**src/rtl/regfile_write_arbiter.sv**
```systemverilog
// Two-producer arbiter for the register file's single write port.
// Fixed priority to A with a starvation limit for B; the port is driven from registered outputs.
module regfile_write_arbiter #(
    parameter int unsigned DATA_W       = 64,
    parameter int unsigned STARVE_LIMIT = 4
) (
    input  logic              clk,
    input  logic              reset,
    input  logic              a_valid,
    output logic              a_ready,
    input  logic [4:0]        a_reg,
    input  logic [DATA_W-1:0] a_data,
    input  logic              b_valid,
    output logic              b_ready,
    input  logic [4:0]        b_reg,
    input  logic [DATA_W-1:0] b_data,
    output logic [4:0]        WriteRegister,
    output logic [DATA_W-1:0] WriteData,
    output logic              RegWrite,
    output logic              x31_drop
);

    localparam int unsigned     CNT_W = (STARVE_LIMIT < 1) ? 1 : $clog2(STARVE_LIMIT + 1);
    localparam logic [CNT_W-1:0] LIMIT = CNT_W'(STARVE_LIMIT);

    logic [CNT_W-1:0]  b_wait;
    logic              b_forced;
    logic              grant_a;
    logic              grant_b;
    logic [4:0]        sel_reg;
    logic [DATA_W-1:0] sel_data;

    always_comb begin
        b_forced = (b_wait >= LIMIT);
        grant_a  = 1'b0;
        grant_b  = 1'b0;
        if (!reset) begin
            if (a_valid && b_valid) begin
                grant_b = b_forced;
                grant_a = !b_forced;
            end else begin
                grant_a = a_valid;
                grant_b = b_valid;
            end
        end
        sel_reg  = grant_b ? b_reg  : a_reg;
        sel_data = grant_b ? b_data : a_data;
    end

    assign a_ready = grant_a;
    assign b_ready = grant_b;

    // Counts consecutive cycles B lost to A; saturates so B stays forced until it wins.
    always_ff @(posedge clk) begin
        if (reset || !b_valid || grant_b) begin
            b_wait <= '0;
        end else if (grant_a && (b_wait != LIMIT)) begin
            b_wait <= b_wait + 1'b1;
        end
    end

    always_ff @(posedge clk) begin
        if (reset) begin
            WriteRegister <= '0;
            WriteData     <= '0;
            RegWrite      <= 1'b0;
            x31_drop      <= 1'b0;
        end else if (grant_a || grant_b) begin
            WriteRegister <= sel_reg;
            WriteData     <= sel_data;
            RegWrite      <= (sel_reg != 5'd31);
            x31_drop      <= (sel_reg == 5'd31);
        end else begin
            RegWrite      <= 1'b0;
            x31_drop      <= 1'b0;
        end
    end

endmodule
```
**config.mk**
```make
export PLATFORM = sky130hd
export DESIGN_NAME = regfile_write_arbiter
export DESIGN_NICKNAME = d
export VERILOG_FILES = /design/src/rtl/regfile_write_arbiter.sv
export SDC_FILE = /design/constraint.sdc
export NUM_CORES = 1
export LEC_CHECK = 0
export CAP_MARGIN = 20
export CORE_ASPECT_RATIO = 0.5
export CORE_MARGIN = 4
export CORE_UTILIZATION = 45
export CTS_CLUSTER_DIAMETER = 60
export DETAILED_ROUTE_END_ITERATION = 8
export DONT_BUFFER_PORTS = 1
export GPL_TIMING_DRIVEN = 0
export HOLD_SLACK_MARGIN = 0.02
export PLACE_DENSITY = 0.63
export SETUP_SLACK_MARGIN = 0.05
export SYNTH_ARGS = -nofsm -noshare
export SYNTH_HDL_FRONTEND = slang
export SYNTH_SLANG_ARGS = --single-unit
```
**constraint.sdc**
```tcl
create_clock -name clk -period 1.34 [get_ports clk]
set_input_delay 0.335 -clock clk [delete_from_list [all_inputs] [get_ports clk]]
set_output_delay 0.335 -clock clk [all_outputs]
set_load 0.05 [all_outputs]
```
; ---- After elaboration in Yosys (flattened, before gate mapping)
; Cells that the tools add are included.
[word_totals]
ff_bits = 74
input_bits = 142
out_inout_bits = 73
word_cells = 25
[op_classes]
n_addsub = 1
order_cmp = 1
eq_ne = 3
muxes = 6
bitwise_logic = 1
n_reduce_logical = 8
[op_table]
columns = operator, n
row1 = 64-bit two-way mux, 1
row2 = 5-bit equality test (second input constant), 1
row3 = 5-bit two-way mux, 1
row4 = 5-bit inequality test (second input constant), 1
row5 = 1-bit two-way mux, 4
row6 = 3-bit by 1-bit adder with 3-bit output (second input constant), 1
row7 = 3-bit greater-or-equal comparator (second input constant), 1
row8 = 1-bit logical OR, 3
row9 = 3-bit inequality test (second input constant), 1
row10 = 1-bit logical AND, 2
row11 = 1-bit zero test, 2
row12 = 2-bit OR reduction, 1
row13 = 1-bit NOT, 1

; ---- Longest topological paths before layout
[logic_depth]
word_depth = 7
depth_mapped = 6
mapped_depth_nobuf = 4

; ---- Worst setup path before layout
; No wires, ideal clock.
[synth_timing]
path_type = input -> output
startpoint = input b_valid
endpoint = output a_ready
arrival_ps = 1492
required_time_ps = 1005
setup_slack_ps = -487
path_stages = 3
n_path_buf = 2
cell_sequence = buf_2 > clkbuf_1 > a211oi_2
[synth_between]
elab_chain_cells = 3
[synth_lines]
columns = item, line
row1 = start: declaration, 13  ; input logic b_valid,
row2 = 1-bit logical AND, 38  ; if (a_valid && b_valid) begin
row3 = 1-bit two-way mux, 38
row4 = 1-bit two-way mux, 37  ; if (!reset) begin
row5 = end: declaration, 10  ; output logic a_ready,
; No other way between the ends.

; ---- Worst setup path after layout
[layout_timing]
startpoint = register b_wait[2]
endpoint = output a_ready
[layout_between]
elab_chain_cells = 4
[layout_lines]
columns = item, line
row1 = start: declaration, 26  ; logic [CNT_W-1:0] b_wait;
row2 = start signal: assignment, 58  ; b_wait <= b_wait + 1'b1;
row3 = 3-bit greater-or-equal comparator, 34  ; b_forced = (b_wait >= LIMIT);
row4 = 1-bit zero test, 40  ; grant_a = !b_forced;
row5 = 1-bit two-way mux, 38
row6 = 1-bit two-way mux, 37
; No other way between the ends.

==> metrics.md <==
| Metric | Value |
|---|---|
| Max transition margin | 0.551 |
| WL/cell | approximately 23 um |
| Setup-failing EPs final | between 70 and 80 |
| Skew-Pair Late Insertion Delay | about 330 ps |
| Period Utilization, post-route | 1.31 |
| Arrival @ worst endpoint | between 1000 and 1500 ps |
| Pins Over Slew Limit | 0 |
| Initial Util | 0.467 |
| Crit-path max FO | 3 |
| Share of post-route cells with drive strength above 1 | 0.306 |
| Netlist cell types | 20 |
| Max Clk Rate | about 570 MHz |
| 1st-iter DRT viols | between 200 and 250 |
| Vias in the first global route | 3,042 |
| Site Rows | 22 |
| Crit path required time | 1000 ps |
| Post-DP Area | about 3600 sq um |
| Syn nets | about 490 |
| Overall power | approximately 0.0062 W |
| PnR worst setup slack | -420 ps |
| RSZ-0062 raised after global routing | true |
| GRT overflow | 0 |
| Yosys top cell by area | dfxtp_1 |
| Total CTS buffers | 9 |
| Post-Syn Area | around 3400 sq um |
| Hpwl dp | 7770 um |
| Largest cells by area after synthesis | dfxtp_1, a221o_1, a2111oi_0, inv_1, clkbuf_1 |
| Yosys reg bits | between 70 and 80 |
| Post-route DRC | 0 |
| CTS sink cnt | between 70 and 80 |
| Drt total wl | about 11,000 um |
| Placer Congestion | roughly 0.8 |
| Synth Area per Inst | slightly below 10 sq um |
| Root buffer selected by CTS | clkbuf_16 |
| Critical path type | reg2out |
| Drt pass-1 iters | 5 |
| Placed cell count | ~440 |
| H-tree levels | 3 |
| Port Buffers | 0 |
| Sequential fraction of the synthesis area | 0.430 |
| Leakage | approximately 1.7 nW |
| TritonCTS clock tree | built |
| Peak VDD IR | about 0.0008 V |
| # nets final | 505 |
| HP Class | in2reg |
| Die area | ~9200 sq um |
| Kind of end point of the critical path | output pin |
| First-pass GRT wire length | about 16,000 um |
| Failing checks | negative setup slack |
| Min Tclk post-route | 1760 ps |
| Core area | roughly 7400 sq um |
| Worst Tran Pin Value | between 600 and 700 ps |
| Post-route ant nets | 0 |
| Via density | about 6.7 |
| Status | finished, violations left |
| Critical-path top delay cell | a211oi_4 |
| Final hold violations | 0 |
| GR Util All Layers | 0.223 |
| Antenna violations before repair | 0 |
| Hold_ws | about 140 ps |
| Non-Filler Instances | ~460 |
| Die Span X | 132 um |
| Yosys top cell area share | 0.430 |
| Vias | between 3,000 and 4,000 |
| Finished Cell Area | around 4100 sq um |
| Clk slew on worst S/H paths | roughly 60 ps |
| Die Ht | 69.9 um |
| CP Cell Sequence | clkbuf_16 -> a211oi_4 |
| I/O pin count | approximately 220 |
| Area Growth Syn to Fin | 19.4% |
| Setup Skew | around 8.6 ps |
| Post-Synthesis Cells | 347 |
| Filler Cell Count | approximately 640 |
| Slowest stage delay, CP | between 600 and 700 ps |
| Pwr dens | between 1500 and 2000 nW/um^2 |
| Yosys warning total | 0 |
| Buffers from clock root to sink, at most | 2 |
| Largest net degree at the start of global routing | 13 |
| Max-cap violations | 0 |
| Ant. Diodes | 0 |
| Startpoint class of the critical path | flop |
==> worst max-delay path, delay by kind of cell (launching register included) <==
kind	cells	cell delay, ps
AO/OA/AOI/OAI	1	610
buffers and inverters	1	140
flip-flops	1	340
==> placed cells by master, fill, tap and decap left out <==
master     count
a211oi_4       1
nor3_4         1
a2111oi_1     10
buf_4          4
bufinv_16      2
clkbuf_2       1
o211ai_4       1
buf_2          1
buf_12         2
ha_1           2
dfxtp_1        2
a2111oi_0     59
buf_6          8
nand3_1        2
nor4b_2        1
clkbuf_16     10
a22o_1         1
clkbuf_8       4
clkinv_4       1
dfxtp_2       72
inv_4          1
clkinv_2       1
inv_1         72
clkbuf_1      30
and3_1         3
and2_1         3
inv_6          1
a2bb2o_1       1
a221o_1       69
==> timing repair <==
| action | 4_1_cts | 5_1_grt |
|---|---|---|
| setup buffers | 3 | 1 |
| pin swaps | 3 | 3 |
| endpoints found under the setup margin | 143 | 76 |
| endpoints found under the hold margin | 0 | 0 |
| hold buffers | 0 | 0 |
| gates resized for setup | 75 | 12 |
==> flip-flops by register name (all words and copies together), names as in the netlist <==
name           flops
x31_drop           1
WriteRegister      5
b_wait             3
WriteData         64
RegWrite           1
==> path summary, 6_finish.rpt <==
check	cells after the start	endpoint	slack, ps	from
max	2	a_ready	-420	b_wait[2]
min	1	WriteData[3]	140	b_data[3]
max reg2reg	6	WriteData[2]	-230	b_wait[2]
min reg2reg	2	b_wait[0]	540	b_wait[0]
==> synth_stat cells <==
library cell and count:
and3_1 3, ha_1 2, inv_2 1, dfxtp_1 74, a22o_1 1, a2111oi_0 69
nand3_1 2, a211oi_2 1, buf_4 1, a2bb2o_1 1, nor4b_2 1, inv_4 1
buf_6 7, a221o_1 69, and2_1 3, clkbuf_1 33, inv_1 72, o211ai_4 1
buf_2 4, nor3_4 1
==> per-stage QoR <==
stage               utilization  TNS, ps  setup slack, ps
global route              0.557   -17340             -471
detailed placement        0.493   -10480             -237
floorplan                     -     -313             -145
finish                    0.557   -14310             -420
CTS                       0.556   -21590             -509
global placement          0.493    -8490             -227
==> cell families after synthesis <==
logic type / synth area share
flops: 0.430
compound gates: 0.391
fa+ha+maj: 0.00727
simple gates: 0.0229
buf+inv: 0.148
==> where the power goes <==
group | switching (W) | internal, W | total (W) | leakage, nW
Clock | 0.000910 | 0.00173 | 0.00264 | 0.163
Combinational | 0.000268 | 0.000220 | 0.000488 | 0.875
Sequential | 0.000657 | 0.00240 | 0.00305 | 0.636
==> cell type report <==
class / count / area, sq um / share of cell area
Inverter: 74 / 285 / 0.0694
Buffer: 44 / 298 / 0.0725
Tap cell: 96 / 120 / 0.0292
Timing Repair Buffer: 4 / 33.8 / 0.00822
Sequential cell: 74 / 1570 / 0.382
Multi-Input combinational cell: 154 / 1470 / 0.358
Clock buffer: 12 / 256 / 0.0624
Clock inverter: 4 / 73.8 / 0.0180
==> per-layer routing <==
metal	GRT usage	share of wire	up-vias	wire length, um
met5	0	0	-	0
met4	0.0803	0.012	0	129
met3	0.0856	0.080	11	863
met2	0.355	0.47	163	5030
met1	0.278	0.44	1508	4740
li1	-	-	1403	-
Power figures use the tool's default switching activity.
